**config.mk**
```make
export PLATFORM = sky130hd
export DESIGN_NAME = darkio_dev_flat
export DESIGN_NICKNAME = d
export VERILOG_FILES = /design/src/rtl/darkio_dev_if.sv /design/src/rtl/darkio_dev.sv /design/src/flat_wrapper.sv
export SDC_FILE = /design/constraint.sdc
export NUM_CORES = 1
export LEC_CHECK = 0
export ABC_AREA = 1
export CAP_MARGIN = 20
export CORE_MARGIN = 1
export CORE_UTILIZATION = 30
export CTS_CLUSTER_SIZE = 40
export DETAILED_ROUTE_END_ITERATION = 7
export PLACE_DENSITY = 0.57
export SYNTH_ARGS = -nofsm -noshare
export SYNTH_HDL_FRONTEND = slang
export SYNTH_SLANG_ARGS = --single-unit
```
**constraint.sdc**
```tcl
create_clock -name XCLK -period 2.8 [get_ports XCLK]
set_input_delay 0.56 -clock XCLK [delete_from_list [all_inputs] [get_ports XCLK]]
set_output_delay 0.56 -clock XCLK [all_outputs]
set_load 0.01 [all_outputs]
```
**src/rtl/darkio_dev_if.sv**
```systemverilog
// device_bus handshake bundle between the core (master) and a device port (slave).
interface darkio_dev_if;
  logic        EN;
  logic        RE;
  logic        WE;
  logic [31:0] ADDR;
  logic [3:0]  BE;
  logic [31:0] DATAI;
  logic [31:0] DATAO;
  logic        RACK;
  logic        WACK;

  modport master (output EN, RE, WE, ADDR, BE, DATAI, input DATAO, RACK, WACK);
  modport slave  (input EN, RE, WE, ADDR, BE, DATAI, output DATAO, RACK, WACK);
endinterface

```
**src/rtl/darkio_dev.sv**
```systemverilog
// Board I/O register block on device_bus: board info, IRQ status/ack, LED/GPIO latches
// and a reloading timer that raises IRQ7.
module darkio_dev #(
  parameter logic [7:0]  BOARD_ID = 8'd0,
  parameter int unsigned BOARD_CK = 100000000
) (
  input  logic        XCLK,
  input  logic        XRES,
  darkio_dev_if.slave bus,
  output logic [3:0]  LED,
  output logic [7:0]  IRQ
);
  localparam logic [7:0]  MHZ_F      = 8'(BOARD_CK / 1000000);
  localparam logic [7:0]  KHZ_F      = 8'((BOARD_CK / 10000) % 100);
  localparam logic [31:0] RELOAD_RST = 32'(BOARD_CK / 1000000 - 1);

  typedef enum logic {S_IDLE, S_ACK} state_t;
  state_t state, state_nx;

  logic        take;
  logic        wr_q;
  logic [31:0] dout;
  logic [15:0] led_q, gpio_q;
  logic [7:0]  ireq, iack, iack_w;
  logic [31:0] timer, reload;
  logic [31:0] rd_data;
  logic [1:0]  word;
  logic        addr_unused;

  assign word        = bus.ADDR[3:2];
  assign addr_unused = ^{bus.ADDR[31:4], bus.ADDR[1:0]};
  assign IRQ         = ireq ^ iack;
  assign LED         = led_q[3:0];
  assign bus.DATAO   = dout;
  // Ack is suppressed while reset is asserted so an aborted transaction never acks.
  assign bus.RACK    = (state == S_ACK) && !wr_q && !XRES;
  assign bus.WACK    = (state == S_ACK) &&  wr_q && !XRES;

  always_ff @(posedge XCLK) begin
    if (XRES) state <= S_IDLE;
    else      state <= state_nx;
  end

  always_comb begin
    state_nx = state;
    take     = 1'b0;
    case (state)
      S_IDLE: if (bus.EN && (bus.RE || bus.WE)) begin
        state_nx = S_ACK;
        take     = 1'b1;
      end
      S_ACK:  state_nx = S_IDLE;
      default: state_nx = S_IDLE;
    endcase
  end

  always_comb begin
    rd_data = '0;
    case (word)
      2'd0: rd_data = {IRQ, KHZ_F, MHZ_F, BOARD_ID};
      2'd1: rd_data = '0;
      2'd2: rd_data = {gpio_q, led_q};
      2'd3: rd_data = reload;
      default: rd_data = '0;
    endcase
  end

  // Acknowledging copies the current request bit, so a request raised on this same edge stays pending.
  always_comb begin
    iack_w = iack;
    for (int unsigned i = 0; i < 8; i++)
      if (bus.DATAI[24+i]) iack_w[i] = ireq[i];
  end

  always_ff @(posedge XCLK) begin
    if (XRES) begin
      wr_q   <= 1'b0;
      dout   <= '0;
      led_q  <= '0;
      gpio_q <= '0;
      iack   <= '0;
      reload <= RELOAD_RST;
    end else if (take) begin
      wr_q <= bus.WE;
      if (bus.WE) begin
        dout <= '0;
        case (word)
          2'd0: if (bus.BE[3]) iack <= iack_w;
          2'd2: begin
            if (|bus.BE[1:0]) led_q  <= bus.DATAI[15:0];
            if (|bus.BE[3:2]) gpio_q <= bus.DATAI[31:16];
          end
          2'd3: if (bus.BE == 4'hF) reload <= bus.DATAI;
          default: ;
        endcase
      end else begin
        dout <= rd_data;
      end
    end
  end

  // A new RELOAD value only takes effect at the next wrap; the running count is untouched.
  always_ff @(posedge XCLK) begin
    if (XRES) begin
      timer <= '0;
      ireq  <= '0;
    end else if (reload != '0) begin
      if (timer == '0) begin
        timer <= reload;
        if (ireq == iack) ireq[7] <= ~iack[7];
      end else begin
        timer <= timer - 32'd1;
      end
    end
  end
endmodule

```
**src/flat_wrapper.sv**
```systemverilog
// flat-port wrapper written by rule: the top's interface ports become plain ports
module darkio_dev_flat 
#(
  parameter logic [7:0]  BOARD_ID = 8'd0,
  parameter int unsigned BOARD_CK = 100000000
)
  (XCLK, XRES, LED, IRQ, bus_EN, bus_RE, bus_WE, bus_ADDR, bus_BE, bus_DATAI, bus_DATAO, bus_RACK, bus_WACK);
  darkio_dev_if bus_i ();
  input  logic XCLK;
  input  logic XRES;
  output logic [3:0] LED;
  output logic [7:0] IRQ;
  input wire logic [$bits(bus_i.EN)-1:0] bus_EN;
  input wire logic [$bits(bus_i.RE)-1:0] bus_RE;
  input wire logic [$bits(bus_i.WE)-1:0] bus_WE;
  input wire logic [$bits(bus_i.ADDR)-1:0] bus_ADDR;
  input wire logic [$bits(bus_i.BE)-1:0] bus_BE;
  input wire logic [$bits(bus_i.DATAI)-1:0] bus_DATAI;
  output wire logic [$bits(bus_i.DATAO)-1:0] bus_DATAO;
  output wire logic [$bits(bus_i.RACK)-1:0] bus_RACK;
  output wire logic [$bits(bus_i.WACK)-1:0] bus_WACK;
  assign bus_i.EN = bus_EN;
  assign bus_i.RE = bus_RE;
  assign bus_i.WE = bus_WE;
  assign bus_i.ADDR = bus_ADDR;
  assign bus_i.BE = bus_BE;
  assign bus_i.DATAI = bus_DATAI;
  assign bus_DATAO = bus_i.DATAO;
  assign bus_RACK = bus_i.RACK;
  assign bus_WACK = bus_i.WACK;
  darkio_dev #(.BOARD_ID(BOARD_ID), .BOARD_CK(BOARD_CK)) u_core (.XCLK(XCLK), .XRES(XRES), .bus(bus_i), .LED(LED), .IRQ(IRQ));
endmodule
```
# Yosys cells after proc, flatten, opt, wreduce, memory -nomap -nowiden
# Cells that the tools add are included.
# classes
addsub	1
eq_ne	5
mux	6
bitwise_logic	3
reduce_logical	18
# op_table
cell	count
case mux 32 bit (4 select lines)	1
2-to-1 mux 32 bit	2
zero test 32 bit	1
nonzero test 32 bit	1
subtractor 32 x 1 -> 32 bit, second input constant	1
AND reduction 4 bit	3
XOR 8 bit	1
logical AND 1 bit	5
AND reduction 5 bit	1
== test 2 bit, second input constant	2
== test 4 bit, second input constant	1
OR reduction 2 bit	2
AND reduction 3 bit	1
== test 2 x 1 -> 1 bit, second input constant	1
zero test 1 bit	2
zero test 2 bit	1
2-to-1 mux 1 bit	2
inverter 1 bit	2
case mux 1 bit (2 select lines)	1
== test 1 bit	1
logical OR 1 bit	1
# word_totals
register_bits	132
in_bits	73
out_inout_bits	46
word_cells	42

# Depth between registers and ports, before layout
# Gate-level depths: netlist (run 1).
# logic_depth
depth_word	5
depth_mapped	11
mapped_depth_nobuf	11

# Worst setup path before layout (run 1)
# No wires, ideal clock.
# synth_path
path_kind	input to output
startpoint	input XRES
endpoint	output bus_WACK
arrival_ns	1.182
t_required_ns	2.240
setup_slack_ns	1.058
cell_stages	3
n_path_buf	2
cell_sequence	buf_6 > clkbuf_1 > nor3_1
# synth_between
elab_chain_cells	2
# synth_rtl
item	line_no	source
from (decl)	flat_wrapper.sv:10	input logic XRES;
zero test 1 bit	darkio_dev.sv:37	assign bus.WACK = (state == S_ACK) && wr_q && !XRES;
logical AND 1 bit	darkio_dev.sv:37	
to (decl)	flat_wrapper.sv:21	output wire logic [$bits(bus_i.WACK)-1:0] bus_WACK;
# Every way passes these cells.

# Final worst setup path (run 1)
# layout_path
startpoint	register u_core.ireq[7]
endpoint	output IRQ[7]
# layout_between
elab_chain_cells	1
# layout_rtl
item	line_no	source
from (decl)	darkio_dev.sv:24	logic [7:0] ireq, iack, iack_w;
from (signal assigned)	darkio_dev.sv:110	if (ireq == iack) ireq[7] <= ~iack[7];
XOR 8 bit	darkio_dev.sv:32	assign IRQ = ireq ^ iack;
to (decl)	flat_wrapper.sv:12	output logic [7:0] IRQ;
# Every way passes these cells.

==> results.sh, run 1 <==
export IMPL_synth_warnings=0
export IMPL_hp_class="flip-flop to flip-flop"
export IMPL_critPathArrivalTime_ns=1.62
export IMPL_drc=0
export IMPL_synth_cells=984
export IMPL_synth_edf_count=0
export IMPL_drive_above_1_share_pct=6.730
export IMPL_cts_root_buffer="clkbuf_16"
export IMPL_drv_slew=0
export IMPL_gp_congestion=0.8582
export IMPL_cts_made_buffers=17
export IMPL_synth_avg_cell_area_um2=6.784
export IMPL_die_h_um=151.2
export IMPL_leakage_nw=3.248
export IMPL_port_buffers=81
export IMPL_rows=54
export IMPL_fmax_mhz=458.4
export IMPL_setup_viol=0
export IMPL_antenna_found_initial=0
export IMPL_post_cts_setup_buffer_count=0
export IMPL_cts_hold_buf=0
export IMPL_ys_async_sr_fraction_pct=0
export IMPL_syn_area_um2=6675
export IMPL_post_place_ws_ns=0.3229
export IMPL_final_cell_mix="213 x nand2_1, 132 x dfxtp_1, 131 x a21oi_1"
export IMPL_cp_start_kind="flip-flop"
export IMPL_grt_max_degree=67
export IMPL_ctsResizeCount=0
export IMPL_yosysSeqAreaShare_pct=39.59
export IMPL_grt_pass1_vias=5881
export IMPL_required_ns=2.24
export IMPL_end_kind="output pin"
export IMPL_placed_cell_area_um2=7589
export IMPL_dieArea_um2=22850
export IMPL_die_w_um=151.2
export IMPL_power_density_nw_per_um2=902.8
export IMPL_pwr_share_clk_pct=29.9
export IMPL_rsz0062_at_grt="no"
export IMPL_grt_use_total_pct=17.04
export IMPL_htree_num_levels=4
export IMPL_routed_wl_um=18490
export IMPL_outcome="complete, no violations"
export IMPL_slew_headroom_pct=47.90
export IMPL_yosys_cell_types_count=36
export IMPL_reg2reg_depth=9
export IMPL_period_share_pct=77.92
export IMPL_layout_commonest_cell="nand2_1"
export IMPL_fin_crit_ns=2.182
export IMPL_critPathMaxStageDelay_ns=0.48
export IMPL_antennaDiodeCount=0
export IMPL_ioPinCount=119
export IMPL_combPwrFrac_pct=39.6
export IMPL_path_clk_slew_ns=0.06
export IMPL_path_cells="xnor2_1 -> inv_1 -> clkdlybuf4s50_1"
export IMPL_setup_tns_final_ns=0
export IMPL_cpMaxStageDelayCell="clkdlybuf4s50_1"
export IMPL_hold_depth=2
export IMPL_ys_ff_latch=132
export IMPL_vias=6284
export IMPL_finalHoldViolCount=0
export IMPL_p_sw_mw=2.931
export IMPL_worstMarginPinSlew_ns=0.7815
export IMPL_drv_cap=0
export IMPL_viasPerCell=4.707
export IMPL_overflow=0
export IMPL_dpl_hpwl_um=13040
export IMPL_p_int_mw=4.443
export IMPL_ant_nets=0
export IMPL_coreArea_um2=21820
export IMPL_initialDrtViolationCount=307
export IMPL_r2r_setup_slack_ns=0.76
export IMPL_cts_tree="built"
export IMPL_clk_latency_ns=0.42
export IMPL_initial_core_util_pct=30.59
export IMPL_dr_pass1_iters=4
export IMPL_swShare_pct=39.75
export IMPL_clk_path_buf_depth=2
export IMPL_cts_sinks=132
export IMPL_area_growth_pct=22.38
export IMPL_ys_flop_type="dfxtp_1"
export IMPL_final_area_um2=8169
export IMPL_whs_ns=0.4498
export IMPL_critical_path_class="flip-flop to output pin"
export IMPL_setup_ws_ns=0.6183
export IMPL_grt_pass1_wl_um=30280
export IMPL_seqPwrFrac_pct=30.4
export IMPL_skew_ns=0.008950
export IMPL_fin_nets=1119
export IMPL_routedWlPerCell_um=13.85
export IMPL_cp_max_fo=3
export IMPL_peakVddDrop_mv=0.4646
## power by group through the flow
stage	logic (mW)	clock network, mW	registers [mW]
after floorplan	2.24	0	2.24
after global placement	2.89	0	2.28
after detailed placement	2.91	0	2.28
after CTS	2.93	2.26	2.24
after global routing	3.36	2.34	2.27
final	2.92	2.21	2.24
## routing by layer
metal,share of wire (%),track usage (%),wire [um]
met5,0,0,0
met4,1.3,4.850,232
met2,48,28.23,8825
met3,2.8,3.404,516
met1,48,22.30,8915
## cells by family (layout without fill, tap and decap cells)
group                    count (synthesis)  after routing  synth area share [%]
AND/OR/NAND/NOR                        411            411                 26.64
other                                    1              7               0.05618
flip-flops                             132            132                 39.59
AO/OA/AOI/OAI                          257            257                 20.08
buffers and inverters                  172            237                 12.09
adder cells (fa/ha/maj)                  2              2                0.3748
XOR/XNOR                                 9              9                 1.181
## stage by stage
| stage | utilization, % | instances | power (mW) |
|---|---|---|---|
| 2_1_floorplan | - | 990 | 4.474 |
| 4_1_cts | 37.43 | 1335 | 7.427 |
| 6_report | 37.43 | 1335 | 7.375 |
| 3_5_place_dp | 34.77 | 1305 | 5.191 |
| 5_1_grt | 37.43 | 1335 | 7.969 |
| 3_3_place_gp | 34.77 | 1305 | 5.167 |
## state kept, by name, summed over array words and instances (netlist names)
name and cells:
u_core.bus.DATAO 32, u_core.gpio_q 16, u_core.iack 1, u_core.ireq 1
u_core.led_q 16, u_core.reload 32, u_core.state 1, u_core.timer 32
u_core.wr_q 1
## final cells by class
cell class / instances / area, um2
clock inverters: 10 / 133.9
flip-flops and latches: 132 / 2643
fillers: 2334 / 13650
clock buffers: 20 / 446.7
inverters: 110 / 412.9
multi-input cells: 686 / 3257
well taps: 280 / 350.3
repair buffers: 97 / 925.9
## synthesized netlist by cell type, types with 2 or more instances
cell      number  area share [%]
nor2_4         6             1.0
a21oi_1      131             9.8
nand3_1       58             4.3
buf_2          9            0.67
nor2_1       105             5.9
nor3_4         2            0.49
nand2_4        2            0.34
ha_1           2            0.37
inv_2          4            0.22
o21ai_0       82             6.1
clkbuf_1      25             1.4
xor2_1         7            0.92
dfxtp_1      132              40
buf_6         12             2.0
nand2_2        3            0.28
nand4_1       10            0.94
nand3_2        2            0.30
nor2_2         2            0.19
nor3_1         4            0.30
o211ai_1       5            0.56
nand2_1      213              12
xnor2_1        2            0.26
inv_1        105             5.9
buf_4         16             1.8
o22ai_1       18             1.7
o21ai_1       17             1.3
## critical path, delay by kind of cell (launching register included)
kind      cells  cell delay [ns]
flops         1             0.33
buf+inv       2             0.56
xor+xnor      1             0.32
## path summary, 6_finish.rpt
check / to / startpoint
setup / recovery: IRQ[7] / u_core.ireq[7]$_SDFFE_PP0P_
hold / removal: u_core.led_q[13]$_SDFFE_PP0P_ / u_core.led_q[13]$_SDFFE_PP0P_
setup reg to reg: u_core.timer[21]$_SDFFE_PP0P_ / u_core.reload[23]$_SDFFE_PP0P_
hold reg to reg: u_core.led_q[13]$_SDFFE_PP0P_ / u_core.led_q[13]$_SDFFE_PP0P_
No activity file was read; power rests on OpenSTA's default activity.
==> run 2: changes to the inputs <==
==> constraint.sdc (replaced) <==
create_clock -name XCLK -period 2.25 [get_ports XCLK]
set_input_delay 0.45 -clock XCLK [delete_from_list [all_inputs] [get_ports XCLK]]
set_output_delay 0.45 -clock XCLK [all_outputs]
set_load 0.01 [all_outputs]
==> run 2 against run 1 <==
Against the previous run: sequential share of layout area is 0.57 points lower; sequential power is 25% higher; worst hold slack better by 0.0028 ns; die area stayed put; register-to-register slack worse by 0.41 ns; first-iteration DRC count is 1.6% lower; design area is 1.8% higher; combinational power is 26% higher; clock-buffer cell count is 1 higher; largest cell class unchanged; global-route usage hardly changed; critical path type unchanged; core utilization is 0.67 points higher.
==> results.sh, run 2 (synthesis gave the netlist of run 1 again) <==
export IMPL_skew_ns=0.008431
export IMPL_drc=0
export IMPL_setup_viol=0
export IMPL_finalHoldViolCount=0
export IMPL_rows=54
export IMPL_clk_path_buf_depth=2
export IMPL_dr_pass1_iters=5
export IMPL_die_w_um=151.2
export IMPL_leakage_nw=3.333
export IMPL_slew_headroom_pct=60.80
export IMPL_grt_use_total_pct=17.04
export IMPL_drive_above_1_share_pct=7.685
export IMPL_multi_input_area_um2=3257
export IMPL_ctsResizeCount=0
export IMPL_peakVddDrop_mv=0.5311
export IMPL_path_clk_slew_ns=0.06
export IMPL_coreArea_um2=21820
export IMPL_fin_nets=1130
export IMPL_hp_class="flip-flop to flip-flop"
export IMPL_final_cell_mix="213 x nand2_1, 132 x dfxtp_1, 131 x a21oi_1"
export IMPL_overflow=0
export IMPL_critPathArrivalTime_ns=1.57
export IMPL_critical_path_class="flip-flop to output pin"
export IMPL_htree_num_levels=4
export IMPL_initial_core_util_pct=30.59
export IMPL_rsz0062_at_grt="no"
export IMPL_cts_sinks=132
export IMPL_post_cts_setup_buffer_count=0
export IMPL_cts_made_buffers=17
export IMPL_die_h_um=151.2
export IMPL_end_kind="output pin"
export IMPL_power_density_nw_per_um2=1127
export IMPL_cts_tree="built"
export IMPL_seq_area_um2=2643
export IMPL_grt_pass1_vias=5990
export IMPL_worstMarginPinSlew_ns=0.5880
export IMPL_area_growth_pct=24.57
export IMPL_antenna_found_initial=0
export IMPL_required_ns=1.80
export IMPL_cp_max_fo=3
export IMPL_port_buffers=81
export IMPL_ioPinCount=119
export IMPL_cts_root_buffer="clkbuf_16"
export IMPL_ant_nets=0
export IMPL_layout_commonest_cell="nand2_1"
export IMPL_vias=6366
export IMPL_dieArea_um2=22850
export IMPL_initialDrtViolationCount=302
export IMPL_routedWlPerCell_um=13.75
export IMPL_setup_tns_final_ns=0
export IMPL_cp_start_kind="flip-flop"
export IMPL_placed_cell_area_um2=7709
export IMPL_dpl_hpwl_um=13310
export IMPL_n_fill_cell=2324
export IMPL_grt_max_degree=67
export IMPL_gp_congestion=0.8944
export IMPL_cts_hold_buf=0
export IMPL_drv_cap=0
export IMPL_outcome="complete, no violations"
export IMPL_final_area_um2=8315
export IMPL_clk_latency_ns=0.43
export IMPL_fin_crit_ns=2.020
export IMPL_grt_pass1_wl_um=30370
export IMPL_antennaDiodeCount=0
export IMPL_routed_wl_um=18520
export IMPL_drv_slew=0
export IMPL_fmax_mhz=495.1
export IMPL_period_share_pct=89.76
export IMPL_viasPerCell=4.726
run 2: through the flow:
| step | hold slack (ns) | instances | power [mW] | utilization, % | setup slack (ns) |
|---|---|---|---|---|---|
| after global placement | 0.4399 | 1316 | 6.504 | 35.32 | 0.05075 |
| after CTS | 0.4560 | 1347 | 9.437 | 38.10 | 0.2042 |
| after global routing | 0.4685 | 1347 | 10.08 | 38.10 | 0.1337 |
| after floorplan | 0.4304 | 990 | 5.568 | - | 0.6464 |
| after detailed placement | 0.4448 | 1316 | 6.523 | 35.32 | 0.01503 |
| final | 0.4527 | 1347 | 9.368 | 38.10 | 0.2304 |
run 2: power by group:
part	total [mW]	switching (mW)	internal, mW	leakage [nW]
Combinational	3.69	2.42	1.26	1.97
Sequential	2.79	0.225	2.56	1.07
Clock	2.89	1.02	1.87	0.297
Total	9.37	3.67	5.70	3.33
run 2: final cells by class:
| class | instances | area share, % |
|---|---|---|
| multi-input combinational | 686 | 39.17 |
| sequential | 132 | 31.78 |
| timing repair buffer | 108 | 12.58 |
| clock buffer | 21 | 5.417 |
| inverter | 110 | 4.965 |
| tap | 280 | 4.213 |
| clock inverter | 10 | 1.881 |
run 2: routing by layer:
metal  global-route usage (%)  vias up  wire (um)
met5                        0        -          0
met3                    3.223       28        604
met2                    27.94      109       8680
li1                         -     3339          -
met1                    22.10     2890       8887
met4                    6.350        0        349
run 2: final timing paths:
path	startpoint	end	slack, ns	cells after the start
worst max-delay path	u_core.ireq[7]$_SDFFE_PP0P_	IRQ[7]	0.23	3
worst min-delay path	u_core.led_q[4]$_SDFFE_PP0P_	u_core.led_q[4]$_SDFFE_PP0P_	0.45	2
worst max register to register	u_core.reload[23]$_SDFFE_PP0P_	u_core.timer[2]$_SDFFE_PP0P_	0.35	10
worst min register to register	u_core.led_q[4]$_SDFFE_PP0P_	u_core.led_q[4]$_SDFFE_PP0P_	0.45	2
run 2: worst max-delay path, stage by stage (launching register included):
cell,delay (ns)
dfxtp_1,0.33
xnor2_1,0.24
inv_1,0.10
clkdlybuf4s50_1,0.49
